--- src/rtl/fwd_arb_rr_pkg.sv ---
// Shared types for the forwarder-side round-robin arbiter.
// Holds the arbiter FSM encoding and the drain-counter width.
package fwd_arb_rr_pkg;

  typedef enum logic [1:0] {
    IDLE  = 2'd0,
    BUSY  = 2'd1,
    DRAIN = 2'd2
  } state_e;

  localparam int CNT_W = 3;

endpackage

--- src/rtl/fwd_arb_rr_if.sv ---
// Forwarder/core bundle around fwd_arb_rr; slave is the arbiter's view.
// Master is the environment: the forwarder plus the packetfilter cores.
interface fwd_arb_rr_if #(
  parameter int N  = 4,
  parameter int AW = 8,
  parameter int DW = 64,
  parameter int PW = 32,
  parameter int SW = $clog2(N)
);
  logic [AW-1:0]   addr;
  logic            rd_en;
  logic [DW-1:0]   rd_data;
  logic            rd_data_vld;
  logic [PW-1:0]   byte_len;
  logic            done;
  logic            rdy;
  logic            ack;
  logic [AW-1:0]   fwd_addr;
  logic [N-1:0]    fwd_rd_en;
  logic [N*DW-1:0] fwd_rd_data;
  logic [N-1:0]    fwd_rd_data_vld;
  logic [N*PW-1:0] fwd_byte_len;
  logic [N-1:0]    fwd_done;
  logic [N-1:0]    rdy_for_fwd;
  logic [N-1:0]    rdy_for_fwd_ack;
  logic [SW-1:0]   sel;

  modport slave (
    input  addr, rd_en, done, ack, fwd_rd_data, fwd_rd_data_vld, fwd_byte_len, rdy_for_fwd,
    output rd_data, rd_data_vld, byte_len, rdy, fwd_addr, fwd_rd_en, fwd_done,
           rdy_for_fwd_ack, sel
  );

  modport master (
    output addr, rd_en, done, ack, fwd_rd_data, fwd_rd_data_vld, fwd_byte_len, rdy_for_fwd,
    input  rd_data, rd_data_vld, byte_len, rdy, fwd_addr, fwd_rd_en, fwd_done,
           rdy_for_fwd_ack, sel
  );
endinterface

--- src/rtl/fwd_arb_rr_picker.sv ---
// Round-robin picker: first asserted request at or after ptr, wrapping modulo N.
// Purely combinational; no backpressure.
module fwd_arb_rr_picker #(
  parameter int N         = 4,
  parameter int SEL_WIDTH = 2
) (
  input  logic [N-1:0]         req,
  input  logic [SEL_WIDTH-1:0] ptr,
  output logic [SEL_WIDTH-1:0] pick,
  output logic                 any_vld
);

  logic [N-1:0] rot;
  int           base;
  int           off;
  int           unrot;

  always_comb begin
    base  = int'(ptr);
    rot   = '0;
    off   = 0;
    unrot = 0;
    // rotate so that the pointer position becomes bit 0
    for (int j = 0; j < N; j++) begin
      if (base + j >= N) rot[j] = req[base + j - N];
      else               rot[j] = req[base + j];
    end
    for (int j = N - 1; j >= 0; j--) begin
      if (rot[j]) off = j;
    end
    unrot = base + off;
    if (unrot >= N) unrot = unrot - N;
    pick    = SEL_WIDTH'(unrot);
    any_vld = |req;
  end

endmodule

--- src/rtl/fwd_arb_rr.sv ---
// Round-robin arbiter joining N packetfilter cores to one forwarder; grant held until reads drain.
// Grant is combinational with rdy&&ack; read data lags rd_en by MEM_LAT; rdy stays low while a packet is owned.
module fwd_arb_rr
  import fwd_arb_rr_pkg::*;
#(
  parameter int N                  = 4,
  parameter int PACKMEM_ADDR_WIDTH = 8,
  parameter int PACKMEM_DATA_WIDTH = 64,
  parameter int PLEN_WIDTH         = 32,
  parameter int MEM_LAT            = 1,
  parameter int SEL_WIDTH          = $clog2(N)
) (
  input  logic       clk,
  input  logic       rst,
  fwd_arb_rr_if.slave bus
);

  localparam logic [CNT_W-1:0] CNT_LAST = (MEM_LAT > 0) ? CNT_W'(MEM_LAT - 1) : '0;

  state_e               state;
  state_e               state_nxt;
  logic [SEL_WIDTH-1:0] ptr;
  logic [SEL_WIDTH-1:0] sel;
  logic [SEL_WIDTH-1:0] pick;
  logic [SEL_WIDTH-1:0] sel_d;
  logic                 gv_d;
  logic                 any_vld;
  logic                 hs;
  logic [CNT_W-1:0]     cnt;
  logic                 rdy_c;
  logic [N-1:0]         ack_c;
  logic [N-1:0]         ren_c;
  logic [N-1:0]         done_c;

  logic [PACKMEM_ADDR_WIDTH-1:0] addr_w;
  logic [PACKMEM_DATA_WIDTH-1:0] data_arr [N];
  logic [PLEN_WIDTH-1:0]         len_arr  [N];

  fwd_arb_rr_picker #(
    .N         (N),
    .SEL_WIDTH (SEL_WIDTH)
  ) u_picker (
    .req     (bus.rdy_for_fwd),
    .ptr     (ptr),
    .pick    (pick),
    .any_vld (any_vld)
  );

  assign hs = (state == IDLE) && any_vld && bus.ack;

  always_comb begin
    state_nxt = state;
    rdy_c     = 1'b0;
    ack_c     = '0;
    ren_c     = '0;
    done_c    = '0;
    unique case (state)
      IDLE: begin
        rdy_c = any_vld;
        if (hs) begin
          ack_c[pick] = 1'b1;
          state_nxt   = BUSY;
        end
      end
      BUSY: begin
        ren_c[sel]  = bus.rd_en;
        done_c[sel] = bus.done;
        if (bus.done) state_nxt = (MEM_LAT == 0) ? IDLE : DRAIN;
      end
      DRAIN: begin
        if (cnt == CNT_LAST) state_nxt = IDLE;
      end
      default: state_nxt = IDLE;
    endcase
    // a reset cycle abandons any grant without telling the core
    if (rst) begin
      rdy_c  = 1'b0;
      ack_c  = '0;
      ren_c  = '0;
      done_c = '0;
    end
  end

  always_ff @(posedge clk) begin
    if (rst) begin
      state <= IDLE;
      ptr   <= '0;
      sel   <= '0;
      cnt   <= '0;
    end else begin
      state <= state_nxt;
      if (hs) begin
        sel <= pick;
        ptr <= (pick == SEL_WIDTH'(N - 1)) ? '0 : pick + 1'b1;
      end
      cnt <= (state == DRAIN) ? cnt + 1'b1 : '0;
    end
  end

  // sel_d tracks which core's data is returning MEM_LAT cycles after its read
  generate
    if (MEM_LAT == 0) begin : g_nolat
      assign sel_d = sel;
      assign gv_d  = (state == BUSY);
    end else begin : g_lat
      logic [SEL_WIDTH-1:0] sel_sr [MEM_LAT];
      logic [MEM_LAT-1:0]   gv_sr;

      always_ff @(posedge clk) begin
        if (rst) begin
          for (int k = 0; k < MEM_LAT; k++) sel_sr[k] <= '0;
          gv_sr <= '0;
        end else begin
          sel_sr[0] <= sel;
          gv_sr[0]  <= (state == BUSY);
          for (int k = 1; k < MEM_LAT; k++) begin
            sel_sr[k] <= sel_sr[k-1];
            gv_sr[k]  <= gv_sr[k-1];
          end
        end
      end

      assign sel_d = sel_sr[MEM_LAT-1];
      assign gv_d  = gv_sr[MEM_LAT-1];
    end
  endgenerate

  for (genvar g = 0; g < N; g++) begin : g_slice
    assign data_arr[g] = bus.fwd_rd_data[g*PACKMEM_DATA_WIDTH +: PACKMEM_DATA_WIDTH];
    assign len_arr[g]  = bus.fwd_byte_len[g*PLEN_WIDTH +: PLEN_WIDTH];
  end

  assign addr_w              = bus.addr;
  assign bus.fwd_addr        = addr_w;
  assign bus.rd_data         = data_arr[sel_d];
  assign bus.rd_data_vld     = !rst && gv_d && bus.fwd_rd_data_vld[sel_d];
  assign bus.byte_len        = len_arr[sel];
  assign bus.rdy             = rdy_c;
  assign bus.rdy_for_fwd_ack = ack_c;
  assign bus.fwd_rd_en       = ren_c;
  assign bus.fwd_done        = done_c;
  assign bus.sel             = sel;

endmodule

--- src/flat_wrapper.sv ---
// flat-port wrapper written by rule: the top's interface ports become plain ports
module fwd_arb_rr_flat import fwd_arb_rr_pkg::*;
#(
  parameter int N                  = 4,
  parameter int PACKMEM_ADDR_WIDTH = 8,
  parameter int PACKMEM_DATA_WIDTH = 64,
  parameter int PLEN_WIDTH         = 32,
  parameter int MEM_LAT            = 1,
  parameter int SEL_WIDTH          = $clog2(N)
)
  (clk, rst, bus_addr, bus_rd_en, bus_done, bus_ack, bus_fwd_rd_data, bus_fwd_rd_data_vld, bus_fwd_byte_len, bus_rdy_for_fwd, bus_rd_data, bus_rd_data_vld, bus_byte_len, bus_rdy, bus_fwd_addr, bus_fwd_rd_en, bus_fwd_done, bus_rdy_for_fwd_ack, bus_sel);
  fwd_arb_rr_if #(.N(N), .AW((8)), .DW((64)), .PW((32)), .SW((2))) bus_i ();
  input  logic clk;
  input  logic rst;
  input wire logic [$bits(bus_i.addr)-1:0] bus_addr;
  input wire logic [$bits(bus_i.rd_en)-1:0] bus_rd_en;
  input wire logic [$bits(bus_i.done)-1:0] bus_done;
  input wire logic [$bits(bus_i.ack)-1:0] bus_ack;
  input wire logic [$bits(bus_i.fwd_rd_data)-1:0] bus_fwd_rd_data;
  input wire logic [$bits(bus_i.fwd_rd_data_vld)-1:0] bus_fwd_rd_data_vld;
  input wire logic [$bits(bus_i.fwd_byte_len)-1:0] bus_fwd_byte_len;
  input wire logic [$bits(bus_i.rdy_for_fwd)-1:0] bus_rdy_for_fwd;
  output wire logic [$bits(bus_i.rd_data)-1:0] bus_rd_data;
  output wire logic [$bits(bus_i.rd_data_vld)-1:0] bus_rd_data_vld;
  output wire logic [$bits(bus_i.byte_len)-1:0] bus_byte_len;
  output wire logic [$bits(bus_i.rdy)-1:0] bus_rdy;
  output wire logic [$bits(bus_i.fwd_addr)-1:0] bus_fwd_addr;
  output wire logic [$bits(bus_i.fwd_rd_en)-1:0] bus_fwd_rd_en;
  output wire logic [$bits(bus_i.fwd_done)-1:0] bus_fwd_done;
  output wire logic [$bits(bus_i.rdy_for_fwd_ack)-1:0] bus_rdy_for_fwd_ack;
  output wire logic [$bits(bus_i.sel)-1:0] bus_sel;
  assign bus_i.addr = bus_addr;
  assign bus_i.rd_en = bus_rd_en;
  assign bus_i.done = bus_done;
  assign bus_i.ack = bus_ack;
  assign bus_i.fwd_rd_data = bus_fwd_rd_data;
  assign bus_i.fwd_rd_data_vld = bus_fwd_rd_data_vld;
  assign bus_i.fwd_byte_len = bus_fwd_byte_len;
  assign bus_i.rdy_for_fwd = bus_rdy_for_fwd;
  assign bus_rd_data = bus_i.rd_data;
  assign bus_rd_data_vld = bus_i.rd_data_vld;
  assign bus_byte_len = bus_i.byte_len;
  assign bus_rdy = bus_i.rdy;
  assign bus_fwd_addr = bus_i.fwd_addr;
  assign bus_fwd_rd_en = bus_i.fwd_rd_en;
  assign bus_fwd_done = bus_i.fwd_done;
  assign bus_rdy_for_fwd_ack = bus_i.rdy_for_fwd_ack;
  assign bus_sel = bus_i.sel;
  fwd_arb_rr #(.N(N), .PACKMEM_ADDR_WIDTH(PACKMEM_ADDR_WIDTH), .PACKMEM_DATA_WIDTH(PACKMEM_DATA_WIDTH), .PLEN_WIDTH(PLEN_WIDTH), .MEM_LAT(MEM_LAT), .SEL_WIDTH(SEL_WIDTH)) u_core (.clk(clk), .rst(rst), .bus(bus_i));
endmodule
--- config.mk ---
export PLATFORM = sky130hd
export DESIGN_NAME = fwd_arb_rr_flat
export DESIGN_NICKNAME = d
export VERILOG_FILES = /design/src/rtl/fwd_arb_rr_pkg.sv /design/src/rtl/fwd_arb_rr_if.sv /design/src/rtl/fwd_arb_rr_picker.sv /design/src/rtl/fwd_arb_rr.sv /design/src/flat_wrapper.sv
export SDC_FILE = /design/constraint.sdc
export NUM_CORES = 1
export LEC_CHECK = 0
export ABC_AREA = 1
export CAP_MARGIN = 5
export CORE_AREA = 2 2 203 205
export DETAILED_ROUTE_END_ITERATION = 8
export DIE_AREA = 0 0 205 207
export PLACE_DENSITY_LB_ADDON = 0.2
export SLEW_MARGIN = 20
export SYNTH_ARGS = -nofsm -noshare
export SYNTH_HDL_FRONTEND = slang
export SYNTH_SLANG_ARGS = --single-unit
--- constraint.sdc ---
create_clock -name clk -period 2.15 [get_ports clk]
set_input_delay 0.43 -clock clk [delete_from_list [all_inputs] [get_ports clk]]
set_output_delay 0.43 -clock clk [all_outputs]
set_load 0.02 [all_outputs]
Word-level counts from Yosys, hierarchy flattened

Memory sizes are Yosys's and may differ from the RTL's.
Index checks and enable logic that the tools add are counted.

Register bits after elaboration: 10
Memory bits (writable): 2
Input port bits: 405
Output and inout bits: 120
Logic and storage cells: 124
Memories: 1

$add $sub $neg: 11
Order comparisons: 20
Equality and inequality tests: 6
Mux-type cells: 63
Bitwise logic cells: 5
Reduce and logical (&&, ||, !) cells: 13

Memories:

| name                | words | bits a word | read ports | clocked after memory_dff | wr ports | line              | text |
|---|---|---|---|---|---|---|---|
| u_core.g_lat.sel_sr | 1     | 2           | 1          | 0                        | 1        | fwd_arb_rr.sv:106 | `logic [SEL_WIDTH-1:0] sel_sr [MEM_LAT];` |

Operators with widths:

| kind                                                                    | number |
|---|---|
| 32-bit 2-to-1 mux                                                       | 5 |
| 64-bit binary-select mux with 2-bit select                              | 1 |
| 32-bit by 4-bit >= comparator with 1-bit output (second input constant) | 4 |
| 64-bit 2-to-1 mux                                                       | 2 |
| 32-bit by 4-bit < comparator with 1-bit output (second input constant)  | 3 |
| 32-bit by 4-bit subtractor with 32-bit output (second input constant)   | 3 |
| 32-bit binary-select mux with 2-bit select                              | 1 |
| 3-bit by 32-bit adder with 32-bit output                                | 1 |
| 1-bit 2-to-1 mux                                                        | 28 |
| 4-bit 2-to-1 mux                                                        | 7 |
| 1-bit binary-select mux with 2-bit select                               | 9 |
| 2-bit 2-to-1 mux                                                        | 7 |
| 2-bit by 3-bit < comparator with 1-bit output (second input constant)   | 4 |
| 3-bit < comparator (second input constant)                              | 3 |
| 4-bit bitwise AND                                                       | 2 |
| 2-bit by 2-bit adder with 3-bit output (second input constant)          | 2 |
| 3-bit >= comparator (second input constant)                             | 2 |
| 1-bit logical AND                                                       | 6 |
| 2-bit inverter with 3-bit output                                        | 2 |
| 2-bit case mux with 3 select lines                                      | 1 |
| 1-bit demux with 2-bit select                                           | 2 |
| 2-bit == test (second input constant)                                   | 2 |
| 2-bit by 1-bit >= comparator with 1-bit output (second input constant)  | 2 |
| 4-bit < comparator (second input constant)                              | 1 |
| other kinds (16)                                                        | 18 |

Logic depth before layout (Yosys ltp)

Word-level depth: 20
Mapped depth: 17

Hierarchy

Synthesis repeated with hierarchy kept, for this count alone.

Cell total of the unflattened synthesis: 695
Area total of the unflattened synthesis: 3452.1 um2

Modules (own cells, without submodules):

| module            | times used | cells each | area each (um2) |
|---|---|---|---|
| fwd_arb_rr        | 1          | 639        | 3184.3 |
| fwd_arb_rr_picker | 1          | 56         | 267.8 |

Worst setup path after synthesis

No wires, ideal clock.

Kind: flip-flop to output port
Start: reg u_core.ptr[0]
End: out bus_rdy_for_fwd_ack[3]
Arrival time: 1988 ps
Required time: 1720 ps
Slack: -268 ps
Stages on the path, launching flop included: 16
Cells stage by stage: dfxtp_1 -> buf_6 -> inv_6 -> nand2_1 -> nand2_2 -> nand2_2 -> nand2_2 -> a31oi_1 -> nor2_1 -> ha_1 -> xnor2_1 -> nand3_2 -> nand2_2 -> ha_1 -> inv_1 -> nor2_1

Word-level cells in the longest chain between the ends: 20
Elaborated cells on any way between the ends: 54

RTL lines:

| item                                                                                                                                         | line                                             | text |
|---|---|---|
| from (decl)                                                                                                                                  | fwd_arb_rr.sv:22                                 | `logic [SEL_WIDTH-1:0] ptr;` |
| from (signal assigned)                                                                                                                       | fwd_arb_rr.sv:94                                 | `ptr <= (pick == SEL_WIDTH'(N - 1)) ? '0 : pick + 1'b1;` |
| 2-bit by 2-bit adder with 3-bit output                                                                                                       | fwd_arb_rr_picker.sv:25, fwd_arb_rr_picker.sv:26 |  |
| 32-bit by 4-bit subtractor with 32-bit output                                                                                                | fwd_arb_rr_picker.sv:25                          | `if (base + j >= N) rot[j] = req[base + j - N];` |
| 1-bit binary-select mux with 2-bit select                                                                                                    | fwd_arb_rr_picker.sv:25                          |  |
| 1-bit 2-to-1 mux (implied by the code) (2 in series)                                                                                         | fwd_arb_rr_picker.sv:25                          |  |
| 1-bit 2-to-1 mux                                                                                                                             | fwd_arb_rr_picker.sv:25                          |  |
| 2-bit 2-to-1 mux                                                                                                                             | fwd_arb_rr_picker.sv:29                          | `if (rot[j]) off = j;` |
| 32-bit 2-to-1 mux (3 in series)                                                                                                              | fwd_arb_rr_picker.sv:29                          |  |
| 3-bit by 32-bit adder with 32-bit output *                                                                                                   | fwd_arb_rr_picker.sv:31                          | `unrot = base + off;` |
| 32-bit by 4-bit >= comparator with 1-bit output / 2-bit by 1-bit subtractor with 2-bit output (equally long branches)                        | fwd_arb_rr_picker.sv:32                          | `if (unrot >= N) unrot = unrot - N;` |
| 2-bit 2-to-1 mux *                                                                                                                           | fwd_arb_rr_picker.sv:32                          |  |
| 2-bit by 3-bit < comparator with 1-bit output (implied by the code) / 2-bit by 1-bit >= comparator with 1-bit output (equally long branches) | fwd_arb_rr.sv:61                                 | `ack_c[pick] = 1'b1;` |
| 1-bit logical AND (implied by the code)                                                                                                      | fwd_arb_rr.sv:61                                 |  |
| 1-bit 2-to-1 mux (implied by the code)                                                                                                       | fwd_arb_rr.sv:61                                 |  |
| 1-bit demux with 2-bit select *                                                                                                              | -                                                |  |
| 4-bit 2-to-1 mux *                                                                                                                           | fwd_arb_rr.sv:60                                 | `if (hs) begin` |
| 4-bit 2-to-1 mux *                                                                                                                           | fwd_arb_rr.sv:57                                 | `unique case (state)` |
| 4-bit 2-to-1 mux *                                                                                                                           | fwd_arb_rr.sv:76                                 | `if (rst) begin` |
| to (decl)                                                                                                                                    | flat_wrapper.sv:30                               | `output wire logic [$bits(bus_i.rdy_for_fwd_ack)-1:0] bus_rdy_for_fwd_ack;` |

Mark *: on every way between the ends. The rest lies on a longest branch, timed or not. The select of a mux whose other input is x is not followed.

Final worst setup path

Same ends and word-level chain as after synthesis.

==> results.md <==
- Yosys reg bits: 12
- Final Cycle Share: 120%
- Maxcap violations: 0
- Post-detailed-route via-to-cell ratio: 4.01
- Detailed Routing Iterations Pass 1: 4
- Layout cell share with drive strength beyond 1: 21.4%
- Number of distinct library cells after synthesis: 28
- Number of H-tree levels: 1
- Max Fclk: 0.389 GHz
- Sink count of the clock tree: 12
- Power per Cell Area: 474 mW/mm^2
- Number of vias after detailed routing: 6939
- Number of global-route vias before repair: 7196
- Combined area of all synthesized cells: 0.00344 sq mm
- Quantity of hold-fixing buffers added after cts: 0
- Leading cell type in the layout, fill and taps excluded: sky130_fd_sc_hd__clkdlybuf4s50_1
- Starting DRC count in detailed routing: 242
- Data arrival time of the critical path: 2.14 ns
- Slowest CP cell: sky130_fd_sc_hd__dfxtp_4
- Top post-synthesis cells by area: sky130_fd_sc_hd__o21ai_0, sky130_fd_sc_hd__nor2_1, sky130_fd_sc_hd__nand3_1
- DIE HEIGHT: 207 microns
- Number of DRC violations after detailed routing: 0
- Worst path max stage delay: 0.40 ns
- Post-DR wirelength/cell: 17.7 microns
- Total GRT Usage: 12.9%
- Worst setup margin: -0.423 ns
- Floorplan die area: 0.0424 sq mm
- Maximum fanout along the worst path: 6
- Placer congestion estimate: 0.830
- Failing checks: negative setup slack
- Crit path buf inv count: 4
- Std cell rows: 74
- Part of the Yosys area used for sequential elements: 6.98%
- Endpoint class of the critical path: output pin
- Total negative setup slack: -1.37 ns
- Number of endpoints with negative hold slack in the final report: 0
- Clock skew after layout: 0.000291 ns
- Remaining antenna violation count: 0
- Clock slew at reported path FFs: 0.04 ns
- Final Total Pwr: 4.63 mW
- Routed wire length: 30.6 mm
- Synthesis Warnings: 0
- HPWL after detailed placement: 24.8 mm
- Post-Syn Nets: 1068
- IO Pins: 525
- Async S/R FF share, synth: 0%
- Pin count of the biggest net entering global routing: 44
- Cell accounting for the most synthesized area: sky130_fd_sc_hd__o21ai_0
- CTS tree: built
- RSZ-0062 raised after global routing: yes
- Global route total overflow: 0
- Mean cell area of the mapped netlist: 5.23 sq um
- Number of antenna violations at the first check in global routing: 0
- Element type at the critical path start: register
- Ordered list of cells on the worst path: buf_6 > nand2_2 > nand2_1 > nand2_2 > a31oi_1 > nor2_1 > ha_2 > xnor2_2 > inv_1 > nand2_4 > nand2_4 > ha_4 > inv_4 > nor2_4 > buf_6
- Proportion of netlist area held by the largest area contributor: 16.9%
- Max-Slew Margin vs Limit: 78.5%
- Filler cell count in the final layout: 4602
- Leading cell types in the layout, fill and taps excluded: sky130_fd_sc_hd__clkdlybuf4s50_1, sky130_fd_sc_hd__nor2_1, sky130_fd_sc_hd__o21ai_0
- Tmin final: 2.57 ns
- EDFF count, synth: 0
- Peak ir drop on the vdd network: 0.225 mV
- Maximum buffer depth of the clock tree: 2
- Setup violators final: 5
- Final design instance area without fill: 0.00977 sq mm
- Port Buffer Count: 508
- Cell at the root of the clock tree: sky130_fd_sc_hd__clkbuf_16
- Outcome: finished, violations left
- Horiz. Die Dim: 205 microns
- First-pass GRT wire length: 42.3 mm
- Final Slew Violations: 0
- Num CTS Buffers: 3
- Effective utilization at floorplan: 8.53%
- Ant. Diodes: 0
- Transition time at the pin with the least slew margin: 0.322 ns
- Kind of cell adding the most delay to the critical path: simple AND/OR/NAND/NOR gates
- Most used DFF post-synth: sky130_fd_sc_hd__dfxtp_1
- Critical path class: reg2out
- Hold WC Path Type: reg2reg
- Cell area after placement: 0.00968 sq mm
- Critical Path RT: 1.72 ns
- Count of mapped cells out of synthesis: 659
- Core area: 0.0404 sq mm
- Clock Latency Late Sink: 0.24 ns
- Number of nets in the layout: 1610
- Standby leakage power: 3.94 nW
- Relative area change from synthesis to final layout: 184%
==> timing repair <==
action,in CTS,in global routing
setup endpoints to repair,103,84
pin swaps,5,4
gates cloned,0,5
setup buffers,11,0
gates resized for setup,220,132
==> area by class of cell <==
cell class,count,area [sq um],share of cell area [%]
repair buffers,609,5790,59.2
clock buffers,4,88.8,0.910
well taps,532,666,6.82
inverters,25,111,1.14
flip-flops and latches,12,255,2.61
multi-input cells,550,2860,29.3
==> sequential cells by signal, summed over array words and instances (netlist names) <==
| name | flops |
|---|---|
| u_core.bus.sel | 2 |
| u_core.cnt | 3 |
| u_core.g_lat.gv_sr | 1 |
| u_core.g_lat.sel_sr | 2 |
| u_core.ptr | 2 |
| u_core.state | 2 |
==> worst paths after layout <==
kind	from	endpoint	slack (ns)	cells past startpoint
max	u_core.ptr[0]$_SDFFE_PP0N_	bus_rdy_for_fwd_ack[3]	-0.42	15
min	u_core.cnt[0]$_SDFF_PP0_	u_core.cnt[0]$_SDFF_PP0_	0.45	1
max reg2reg	u_core.ptr[0]$_SDFFE_PP0N_	u_core.ptr[0]$_SDFFE_PP0N_	-0.03	15
min reg2reg	u_core.cnt[0]$_SDFF_PP0_	u_core.cnt[0]$_SDFF_PP0_	0.45	1
==> metrics by stage <==
| step | setup WS (ns) | instances | util, % | hold WS [ns] |
|---|---|---|---|---|
| global placement | -1.19 | 1712 | 24.0 | 0.432 |
| detailed placement | -1.18 | 1712 | 24.0 | 0.444 |
| floorplan | -0.0500 | 659 | - | 0.417 |
| finish | -0.423 | 1732 | 24.2 | 0.448 |
| CTS | -0.389 | 1727 | 24.5 | 0.451 |
| global route | -0.565 | 1732 | 24.2 | 0.474 |
==> Yosys cell counts, types with 2 or more instances <==
library cell                 n
sky130_fd_sc_hd__a21oi_1     6
sky130_fd_sc_hd__a22oi_1    32
sky130_fd_sc_hd__nor2_1    151
sky130_fd_sc_hd__o21ai_1    15
sky130_fd_sc_hd__buf_1       2
sky130_fd_sc_hd__nand2_1    39
sky130_fd_sc_hd__clkbuf_1   35
sky130_fd_sc_hd__o21ai_0   116
sky130_fd_sc_hd__nand3_1   102
sky130_fd_sc_hd__inv_1      20
sky130_fd_sc_hd__xnor2_1     2
sky130_fd_sc_hd__dfxtp_1    12
sky130_fd_sc_hd__ha_1        4
sky130_fd_sc_hd__buf_2      24
sky130_fd_sc_hd__buf_4      10
sky130_fd_sc_hd__nand2_2    10
sky130_fd_sc_hd__o22ai_1    64
sky130_fd_sc_hd__inv_2       4
sky130_fd_sc_hd__nand2_4     2
==> report_power, final <==
part | switching (mW) | leakage (nW) | internal (mW)
Combinational | 2.05 | 3.80 | 1.93
Clock | 0.0913 | 0.0442 | 0.280
Sequential | 0.0376 | 0.101 | 0.250
==> layer usage <==
| metal | vias up | track usage, % | share of wire [%] |
|---|---|---|---|
| li1 | 3424 | - | - |
| met1 | 3140 | 13.8 | 37 |
| met2 | 359 | 25.6 | 52 |
| met3 | 16 | 3.16 | 9.3 |
| met4 | 0 | 1.89 | 1.5 |
| met5 | - | 0 | 0 |
==> cells by family (layout without fill, tap and decap cells) <==
family / Yosys count / count (layout) / share of synthesized area, %
buffers and inverters: 97 / 638 / 12.9
AO/OA/AOI/OAI: 236 / 236 / 39.2
AND/OR/NAND/NOR: 308 / 308 / 39.0
flip-flops: 12 / 12 / 6.98
adder cells (fa/ha/maj): 4 / 4 / 1.45
XOR/XNOR: 2 / 2 / 0.509
Power figures use the tool's default switching activity.
